===== config.mk =====
export PLATFORM = sky130hd
export DESIGN_NAME = cdc_xfer_scheduler_flat
export DESIGN_NICKNAME = d
export VERILOG_FILES = /design/src/rtl/cdc_xfer_scheduler_if.sv /design/src/rtl/cdc_xfer_scheduler.sv /design/src/flat_wrapper.sv
export SDC_FILE = /design/constraint.sdc
export NUM_CORES = 1
export LEC_CHECK = 0
export CAP_MARGIN = 0
export CORE_AREA = 4 4 105 107
export CTS_CLUSTER_SIZE = 16
export DETAILED_ROUTE_END_ITERATION = 12
export DIE_AREA = 0 0 109 111
export GPL_TIMING_DRIVEN = 1
export PLACE_DENSITY = 0.8
export SETUP_SLACK_MARGIN = 0.4
export SYNTH_ARGS = -nofsm -noshare
export SYNTH_HDL_FRONTEND = slang
export SYNTH_SLANG_ARGS = --single-unit
export TNS_END_PERCENT = 10

===== constraint.sdc =====
create_clock -name clk -period 2.1 [get_ports clk]
set_input_delay 0.315 -clock clk [delete_from_list [all_inputs] [get_ports clk]]
set_output_delay 0.315 -clock clk [all_outputs]
set_load 0.1 [all_outputs]

===== src/rtl/cdc_xfer_scheduler_if.sv =====
// cdc_xfer_scheduler_if: requester-side and transfer-path signals of the scheduler.
// master = requesters + ack synchronizer side; slave = scheduler.
// Signals:
//   req_i/data_i      channel requests and their words
//   done_o/err_o      per-channel completion / timeout pulses
//   busy_o            scheduler not idle
//   xfer_flag_o       launch pulse into the flag synchronizer
//   xfer_chan_o/data_o granted channel and its latched word
//   xfer_ack_i        ack pulse, already synchronized to clk
interface cdc_xfer_scheduler_if #(
   parameter int NCH   = 4,
   parameter int WIDTH = 32
);
   localparam int CW = $clog2(NCH);

   logic [NCH-1:0]       req_i;
   logic [NCH*WIDTH-1:0] data_i;
   logic [NCH-1:0]       done_o;
   logic [NCH-1:0]       err_o;
   logic                 busy_o;
   logic                 xfer_flag_o;
   logic [CW-1:0]        xfer_chan_o;
   logic [WIDTH-1:0]     xfer_data_o;
   logic                 xfer_ack_i;

   modport master (
      output req_i, data_i, xfer_ack_i,
      input  done_o, err_o, busy_o,
      input  xfer_flag_o, xfer_chan_o, xfer_data_o
   );

   modport slave (
      input  req_i, data_i, xfer_ack_i,
      output done_o, err_o, busy_o,
      output xfer_flag_o, xfer_chan_o, xfer_data_o
   );
endinterface


===== src/rtl/cdc_xfer_scheduler.sv =====
// cdc_xfer_scheduler: round-robin arbiter for a single flag-synchronized CDC slot.
// One transfer in flight, holdoff after each transfer, ack timeout.
// Ports:
//   clk    single clock
//   rst_n  synchronous active-low reset
//   bus    slave side of cdc_xfer_scheduler_if (requests, results, transfer path)
module cdc_xfer_scheduler #(
   parameter int NCH     = 4,
   parameter int WIDTH   = 32,
   parameter int HOLDOFF = 3,
   parameter int TIMEOUT = 255
) (
   input logic                clk,
   input logic                rst_n,
   cdc_xfer_scheduler_if.slave bus
);
   localparam int CW = $clog2(NCH);
   localparam logic [3:0] HOLD_INIT = 4'(HOLDOFF - 1);
   localparam logic [7:0] TMO_LAST  = 8'(TIMEOUT - 1);

   typedef enum logic [1:0] {
      IDLE,
      LAUNCH,
      WAIT_ACK,
      HOLD
   } state_t;

   state_t        state;
   logic [CW-1:0] ptr;
   logic [7:0]    timer;
   logic [3:0]    holdCnt;

   logic [CW-1:0] grantIdx;
   logic          grantVld;
   logic [CW-1:0] cand;
   logic          tmoHit;

   // Scan from ptr upward with wrap; walking k downward lets the
   // nearest candidate overwrite the farther ones.
   always_comb begin
      grantIdx = '0;
      grantVld = 1'b0;
      cand     = '0;
      for (int k = NCH - 1; k >= 0; k--) begin
         cand = CW'((int'(ptr) + k) % NCH);
         if (bus.req_i[cand]) begin
            grantVld = 1'b1;
            grantIdx = cand;
         end
      end
   end

   assign tmoHit = (TIMEOUT != 0) && (timer == TMO_LAST);

   always_ff @(posedge clk) begin
      if (!rst_n) begin
         state           <= IDLE;
         ptr             <= '0;
         timer           <= '0;
         holdCnt         <= '0;
         bus.done_o      <= '0;
         bus.err_o       <= '0;
         bus.busy_o      <= 1'b0;
         bus.xfer_flag_o <= 1'b0;
         bus.xfer_chan_o <= '0;
         bus.xfer_data_o <= '0;
      end else begin
         bus.xfer_flag_o <= 1'b0;
         bus.done_o      <= '0;
         bus.err_o       <= '0;
         case (state)
            IDLE: begin
               if (grantVld) begin
                  state           <= LAUNCH;
                  bus.busy_o      <= 1'b1;
                  bus.xfer_flag_o <= 1'b1;
                  bus.xfer_chan_o <= grantIdx;
                  bus.xfer_data_o <= bus.data_i[int'(grantIdx)*WIDTH +: WIDTH];
                  ptr <= (grantIdx == CW'(NCH - 1)) ? '0 : grantIdx + 1'b1;
               end
            end
            LAUNCH: begin
               timer <= '0;
               state <= WAIT_ACK;
            end
            WAIT_ACK: begin
               if (timer != 8'hFF) timer <= timer + 8'd1;
               // Ack takes priority over a coinciding timeout.
               if (bus.xfer_ack_i) begin
                  bus.done_o <= NCH'(1) << bus.xfer_chan_o;
                  holdCnt    <= HOLD_INIT;
                  state      <= HOLD;
               end else if (tmoHit) begin
                  bus.err_o  <= NCH'(1) << bus.xfer_chan_o;
                  holdCnt    <= HOLD_INIT;
                  state      <= HOLD;
               end
            end
            HOLD: begin
               if (holdCnt == 4'd0) begin
                  state      <= IDLE;
                  bus.busy_o <= 1'b0;
               end else begin
                  holdCnt <= holdCnt - 4'd1;
               end
            end
            default: state <= IDLE;
         endcase
      end
   end
endmodule


===== src/flat_wrapper.sv =====
// flat-port wrapper written by rule: the top's interface ports become plain ports
module cdc_xfer_scheduler_flat 
#(
   parameter int NCH     = 4,
   parameter int WIDTH   = 32,
   parameter int HOLDOFF = 3,
   parameter int TIMEOUT = 255
)
  (clk, rst_n, bus_req_i, bus_data_i, bus_xfer_ack_i, bus_done_o, bus_err_o, bus_busy_o, bus_xfer_flag_o, bus_xfer_chan_o, bus_xfer_data_o);
  cdc_xfer_scheduler_if #(.NCH(NCH), .WIDTH(WIDTH)) bus_i ();
  input logic clk;
  input logic rst_n;
  input wire logic [$bits(bus_i.req_i)-1:0] bus_req_i;
  input wire logic [$bits(bus_i.data_i)-1:0] bus_data_i;
  input wire logic [$bits(bus_i.xfer_ack_i)-1:0] bus_xfer_ack_i;
  output wire logic [$bits(bus_i.done_o)-1:0] bus_done_o;
  output wire logic [$bits(bus_i.err_o)-1:0] bus_err_o;
  output wire logic [$bits(bus_i.busy_o)-1:0] bus_busy_o;
  output wire logic [$bits(bus_i.xfer_flag_o)-1:0] bus_xfer_flag_o;
  output wire logic [$bits(bus_i.xfer_chan_o)-1:0] bus_xfer_chan_o;
  output wire logic [$bits(bus_i.xfer_data_o)-1:0] bus_xfer_data_o;
  assign bus_i.req_i = bus_req_i;
  assign bus_i.data_i = bus_data_i;
  assign bus_i.xfer_ack_i = bus_xfer_ack_i;
  assign bus_done_o = bus_i.done_o;
  assign bus_err_o = bus_i.err_o;
  assign bus_busy_o = bus_i.busy_o;
  assign bus_xfer_flag_o = bus_i.xfer_flag_o;
  assign bus_xfer_chan_o = bus_i.xfer_chan_o;
  assign bus_xfer_data_o = bus_i.xfer_data_o;
  cdc_xfer_scheduler #(.NCH(NCH), .WIDTH(WIDTH), .HOLDOFF(HOLDOFF), .TIMEOUT(TIMEOUT)) u_core (.clk(clk), .rst_n(rst_n), .bus(bus_i));
endmodule

==> impl_metrics.env, run 1 <==
export IMPL_status="finished, final reports clean"
export IMPL_place_inst=716
export IMPL_layout_cells_non_filler=735
export IMPL_grt_max_degree=36
export IMPL_htreeDepth=3
export IMPL_yosys_area_top_type="dfxtp_1"
export IMPL_synthMuxAreaShare_pct=10.77
export IMPL_r2r_slack_ps=210
export IMPL_synthTopCellsByArea="dfxtp_1 (35%), mux2i_1 (10%), a21boi_0 (7.2%), o211ai_1 (7.2%), and3_1 (6.2%)"
export IMPL_power_switching_mw=4.185
export IMPL_internal_power_mw=3.592
export IMPL_ys_warn_count=0
export IMPL_gp_congestion=0.8625
export IMPL_critPathKind="flip-flop to flip-flop"
export IMPL_finalCritPeriodShare_pct=89.90
export IMPL_path_max_fanout=33
export IMPL_clock_sinks=60
export IMPL_synthesis_area_mm2=0.003450
export IMPL_max_clock_path_buffers=2
export IMPL_ys_types=44
export IMPL_antenna_found_initial=0
export IMPL_synthAdderAreaFrac_pct=2.902
export IMPL_drv_cap=0
export IMPL_swShare_pct=53.81
export IMPL_area_growth_syn_to_layout_pct=64.16
export IMPL_hold_slack_ps=482.3
export IMPL_worst_setup_hold_path_clk_slew_ps=70
export IMPL_viasPerCell=5.049
export IMPL_setup_viol=0
export IMPL_drt_wl_total_mm=11.62
export IMPL_fin_tns_setup_ps=0
export IMPL_final_nets=737
export IMPL_synth_top_family_by_area="compound AO/OA/AOI/OAI gates"
export IMPL_yosys_area_share_simple_pct=19.11
export IMPL_placed_area_mm2=0.005368
export IMPL_cp_arrival_ps=2120
export IMPL_io_buffers=178
export IMPL_max_freq_ghz=0.5297
export IMPL_slew_headroom_pct=70.68
export IMPL_leakage_nw=2.393
export IMPL_period_needed_ps=1888
export IMPL_drc_errors=0
export IMPL_die_area_mm2=0.01210
export IMPL_synth_common_cells="dfxtp_1 (60), nand2_1 (42), mux2i_1 (36)"
export IMPL_maxSlewViolCount=0
export IMPL_clock_latency_ps=350
export IMPL_syn_inst=409
export IMPL_hp_class="flip-flop to flip-flop"
export IMPL_ys_flop_type="dfxtp_1"
export IMPL_comb_power_share_pct=64.7
export IMPL_cts_buffers=9
export IMPL_initial_core_util_pct=34.02
export IMPL_stdcell_area_mm2=0.005663
export IMPL_hold_viol=0
export IMPL_r2r_start="u_core.ptr[0]"
export IMPL_first_global_vias=3657
export IMPL_io_pins=179
export IMPL_synth_compound_area_share_pct=23.58
export IMPL_seq_area_frac_synth_pct=34.82
export IMPL_cp_end_kind="flip-flop"
export IMPL_reg2reg_depth=7
export IMPL_rows=37
export IMPL_grtUsageTotal_pct=18.93
export IMPL_drt_iter0_drc=102
export IMPL_core_area_mm2=0.01014
export IMPL_cp_start_kind="flip-flop"
export IMPL_fill_cells=880
export IMPL_dieWidth_um=109
export IMPL_synthXorXnorAreaFrac_pct=2.285
export IMPL_wl_per_cell_um=15.81
export IMPL_worst_pin_slew_ps=436.8
export IMPL_synth_most_common_cell="dfxtp_1"
export IMPL_peakVddDrop_uv=1096
export IMPL_cts_root_buf="clkbuf_8"
export IMPL_grt_overflow=0
export IMPL_pwr_share_clk_pct=12.7
export IMPL_cts_tree="built"
export IMPL_power_density_mw_per_mm2=1373
export IMPL_power_frac_seq_pct=22.6
export IMPL_ys_ff_latch=60
export IMPL_grt_pass1_wl_mm=18.15
export IMPL_finalClockSkew_ps=10.90
export IMPL_yosysTopAreaCellShare_pct=34.82
export IMPL_die_y_um=111
export IMPL_postRouteAntennaNets=0
export IMPL_rsz0062_at_grt="yes"
export IMPL_final_layout_size_suffix_gt1_share_pct=17.53
export IMPL_synth_edff_count=0
export IMPL_diodes=0
export IMPL_syn_num_nets=552
export IMPL_whs_endpoint="u_core.bus.xfer_data_o[20]"
export IMPL_cts_hold_buf=0
export IMPL_hold_depth=2
export IMPL_syn_area_per_cell_um2=8.434
export IMPL_async_reset_ff_share_pct=0
export IMPL_dr_pass1_iters=5
export IMPL_critPathRequiredTime_ps=2330
export IMPL_hpwlAfterDp_mm=8.722
export IMPL_r2r_end="u_core.bus.xfer_data_o[3]"
export IMPL_vias=3711
export IMPL_total_power_mw=7.777
export IMPL_hp_start="u_core.bus.xfer_data_o[20]"
## metrics by stage
stage / setup WS (ps) / utilization (%)
after detailed placement: -436.6 / 52.94
after CTS: 215.1 / 55.54
final: 212.2 / 55.86
after floorplan: 227.3 / -
after global routing: 136.9 / 55.86
after global placement: -385.9 / 52.94
## kinds of logic after synthesis
| kind of cell | count (synthesis) |
|---|---|
| multiplexers | 37 |
| AND/OR/NAND/NOR | 132 |
| AO/OA/AOI/OAI | 119 |
| flip-flops | 60 |
| buffers and inverters | 44 |
| XOR/XNOR | 9 |
| adder cells (fa/ha/maj) | 8 |
## routing by layer
metal	vias up	GRT usage [%]	routed length [um]	share of wire (%)
li1	1832	-	-	-
met1	1692	21.31	4567	39
met2	157	32.31	5821	50
met3	30	5.591	916	7.9
met4	0	8.670	314	2.7
met5	-	0	0	0
## worst max path at each step
stage                    start                         end  slack [ps]  cells past startpoint
2_1_floorplan    u_core.ptr[0]  u_core.bus.xfer_data_o[10]         230                      8
3_3_place_gp      bus_req_i[3]  u_core.bus.xfer_data_o[29]        -390                      8
3_5_place_dp      bus_req_i[0]  u_core.bus.xfer_data_o[29]        -440                      8
4_1_cts          u_core.ptr[0]  u_core.bus.xfer_data_o[29]         220                      7
5_1_grt        u_core.state[0]             u_core.timer[6]         140                      7
6_report         u_core.ptr[0]   u_core.bus.xfer_data_o[3]         210                      7
## power by group through the flow
stage	clock network (mW)	logic (mW)	registers (mW)
after floorplan	0	1.60	3.81
after global placement	0	4.82	1.76
after detailed placement	0	4.89	1.77
after CTS	1.02	5.02	1.75
after global routing	1.08	5.31	1.80
final	0.988	5.03	1.75
## cell type report
type	count	area (um2)	share of cell area (%)
clock buffer	10	137.6	2.430
tap	136	170.2	3.005
multi-input combinational	306	2081	36.74
sequential	60	1202	21.23
timing repair buffer	206	1983	35.02
clock inverter	6	47.55	0.8396
inverter	11	41.29	0.7291
## placed cells by master, fill, tap and decap left out, drive strengths merged, types with 2 or more instances in the layout
master,count
dfxtp,60
inv,13
or4,2
a311oi,3
nand2b,5
nor2,28
buf,71
o211ai,33
o21ai,35
a211oi,3
nand3,2
mux2i,36
nand2,42
and2,5
ha,8
a21oi,3
or3,2
clkinv,3
and3,34
nor2b,2
clkdlybuf4s50,130
a21boi,33
xnor2,6
nor3,4
and2b,2
xor2,3
clkbuf,10
dlygate4sd2,4
## critical path: stages (launching register included)
cell and delay [ps]:
dfxtp_2 340, and2b_1 190, or4b_4 490, buf_8 160, buf_12 160, and3_1 180
o21ai_1 140, o211ai_1 100
## timing repair
item / 4_1_cts / 5_1_grt
pin swaps: 5 / 2
cloned: 2 / 0
resized for setup: 39 / 13
endpoints found under the setup margin: 44 / 46
setup buffers: 1 / 0
## flip-flops by register name, indices dropped and copies added (netlist names)
name and flops:
u_core.bus.xfer_flag_o 1, u_core.bus.err_o 4, u_core.bus.busy_o 1, u_core.bus.xfer_data_o 32, u_core.timer 8, u_core.holdCnt 4
u_core.state 2, u_core.ptr 2, u_core.bus.done_o 4, u_core.bus.xfer_chan_o 2
(Power assumes the default switching activity.)
==> run 2, diff against run 1 <==
--- a/config.mk
+++ b/config.mk
@@ -6,12 +6,14 @@
 export NUM_CORES = 1
 export LEC_CHECK = 0
 export CAP_MARGIN = 0
-export CORE_AREA = 4 4 105 107
+export CELL_PAD_IN_SITES_DETAIL_PLACEMENT = 1
+export CELL_PAD_IN_SITES_GLOBAL_PLACEMENT = 1
+export CORE_AREA = 4 4 116 118
 export CTS_CLUSTER_SIZE = 16
 export DETAILED_ROUTE_END_ITERATION = 12
-export DIE_AREA = 0 0 109 111
+export DIE_AREA = 0 0 120 122
 export GPL_TIMING_DRIVEN = 1
-export PLACE_DENSITY = 0.8
+export PLACE_DENSITY = 0.89
 export SETUP_SLACK_MARGIN = 0.4
 export SYNTH_ARGS = -nofsm -noshare
 export SYNTH_HDL_FRONTEND = slang
==> impl_metrics.env, run 2 (synthesis results as in run 1) <==
export IMPL_final_layout_size_suffix_gt1_share_pct=20.00
export IMPL_clock_latency_ps=330
export IMPL_io_pins=179
export IMPL_crit_slowest_cell="or4b_4"
export IMPL_hp_class="flip-flop to flip-flop"
export IMPL_place_inst=749
export IMPL_dr_pass1_iters=6
export IMPL_leakage_nw=2.486
export IMPL_largest_register_ffs=32
export IMPL_final_nets=743
export IMPL_worst_setup_hold_path_clk_slew_ps=60
export IMPL_critPathKind="flip-flop to flip-flop"
export IMPL_path_max_fanout=15
export IMPL_finalCritPeriodShare_pct=94.66
export IMPL_die_area_mm2=0.01464
export IMPL_finalClockSkew_ps=9.612
export IMPL_clock_sinks=60
export IMPL_grt_max_degree=35
export IMPL_power_density_mw_per_mm2=1427
export IMPL_max_stage_delay_ps=630
export IMPL_r2r_start="u_core.ptr[0]"
export IMPL_hold_depth=2
export IMPL_die_y_um=122
export IMPL_dp_slack_ps=-615.0
export IMPL_whs_endpoint="u_core.bus.xfer_data_o[3]"
export IMPL_cp_end_kind="flip-flop"
export IMPL_rows=41
export IMPL_htreeDepth=3
export IMPL_maxSlewViolCount=0
export IMPL_total_power_mw=8.453
export IMPL_rsz0062_at_grt="yes"
export IMPL_dieWidth_um=120
export IMPL_reg2reg_depth=7
export IMPL_hp_start="u_core.bus.xfer_data_o[3]"
export IMPL_hold_viol=0
export IMPL_io_buffers=178
export IMPL_final_setup_worst_slack_ps=112.1
export IMPL_grt_overflow=0
export IMPL_grt_pass1_wl_mm=22.29
export IMPL_drt_wl_total_mm=14.47
export IMPL_cp_arrival_ps=2210
export IMPL_vias=3921
export IMPL_max_clock_path_buffers=2
export IMPL_wl_per_cell_um=18.62
export IMPL_cp_start_kind="flip-flop"
export IMPL_viasPerCell=5.046
export IMPL_drc_errors=0
export IMPL_core_area_mm2=0.01247
export IMPL_max_freq_ghz=0.5030
export IMPL_cts_tree="built"
export IMPL_cts_buffers=9
export IMPL_worst_pin_slew_ps=508.7
export IMPL_layout_commonest_cell="clkdlybuf4s50_1"
export IMPL_initial_core_util_pct=27.67
export IMPL_layout_cells_non_filler=777
export IMPL_critPathRequiredTime_ps=2320
export IMPL_slew_headroom_pct=65.93
export IMPL_r2r_end="u_core.bus.xfer_data_o[3]"
export IMPL_peakVddDrop_uv=692.0
export IMPL_top_regs="u_core.bus.xfer_data_o x32, u_core.timer x8"
export IMPL_antenna_found_initial=0
export IMPL_regMostFlops="u_core.bus.xfer_data_o"
export IMPL_status="finished, final reports clean"
export IMPL_hpwlAfterDp_mm=10.71
export IMPL_first_global_vias=4407
export IMPL_cts_root_buf="clkbuf_16"
export IMPL_hold_slack_ps=486.9
export IMPL_fin_tns_setup_ps=0
export IMPL_crit_chain="and2b_1 > or4b_4 > buf_12 > buf_16 > and3_4 > o21ai_2 > o211ai_1"
export IMPL_postRouteAntennaNets=0
export IMPL_period_needed_ps=1988
export IMPL_setup_viol=0
export IMPL_grtUsageTotal_pct=19.25
export IMPL_mostFrequentLayoutCells="clkdlybuf4s50_1 (130), buf_4 (65), dfxtp_1 (57), nand2_1 (42), mux2i_1 (34)"
export IMPL_drv_cap=0
export IMPL_gp_congestion=0.8277
export IMPL_r2r_slack_ps=110
export IMPL_area_growth_syn_to_layout_pct=71.74
export IMPL_diodes=0
export IMPL_drt_iter0_drc=163
run 2: cell count changes in the layout (fill, tap and decap cells not counted), moves of 3 or more:
cell and change:
a21boi_0 -11, a21boi_1 +12, buf_6 +3, clkbuf_16 +9
clkbuf_8 -9, o21ai_0 +17, o21ai_1 -17
run 2: layout make-up:
class                      instances  area (um2)
clock buffer                      11       242.7
clock inverter                     5       37.54
fill                            1454        6541
inverter                          11       41.29
multi-input combinational        307        2135
sequential                        60        1205
tap                              172       215.2
timing repair buffer             211        2048
run 2: how the worst max path moves through the flow:
stage                     slack, ps  cells past startpoint     startpoint                         end
after global routing             60                      6  u_core.ptr[0]   u_core.bus.xfer_data_o[4]
after detailed placement       -620                      6   bus_req_i[3]   u_core.bus.xfer_data_o[1]
final                           110                      7  u_core.ptr[0]   u_core.bus.xfer_data_o[3]
after global placement         -470                      6   bus_req_i[3]  u_core.bus.xfer_data_o[28]
after floorplan                 230                      8  u_core.ptr[0]  u_core.bus.xfer_data_o[10]
after CTS                        80                      6  u_core.ptr[0]   u_core.bus.xfer_data_o[4]
run 2: where the power goes:
part           internal [mW]  leakage [nW]  total (mW)  switching, mW
combinational           1.70          1.86        5.28           3.58
clock                  0.832         0.132        1.39          0.555
sequential              1.52         0.493        1.78          0.262
run 2: timing repair:
item,in CTS,in global routing
setup buffers,2,6
gates resized for setup,29,38
hold buffers,0,0
endpoints found under the hold margin,0,0
gates cloned,4,0
endpoints found under the setup margin,46,50
pin swaps,3,8
run 2: metal layers:
layer  track usage [%]  vias to the layer above  share of wire, %
li1                  -                     1852                 -
met2             36.53                      151                54
met3             5.385                       31               6.3
met1             19.97                     1887                37
met4             7.588                        0               2.6
met5                 0                        -                 0
run 2: through the flow:
step / util (%) / instance area (um2)
6_report: 47.53 / 5924
3_5_place_dp: 43.05 / 5366
2_1_floorplan: - / 3450
3_3_place_gp: 43.05 / 5366
5_1_grt: 47.53 / 5924
4_1_cts: 46.48 / 5794
run 2: worst max-delay path: cells and delay by family, from the launching register on:
kind / cells / cell delay, ps
simple gates: 3 / 1010
flops: 1 / 350
buf+inv: 2 / 320
compound gates: 2 / 210
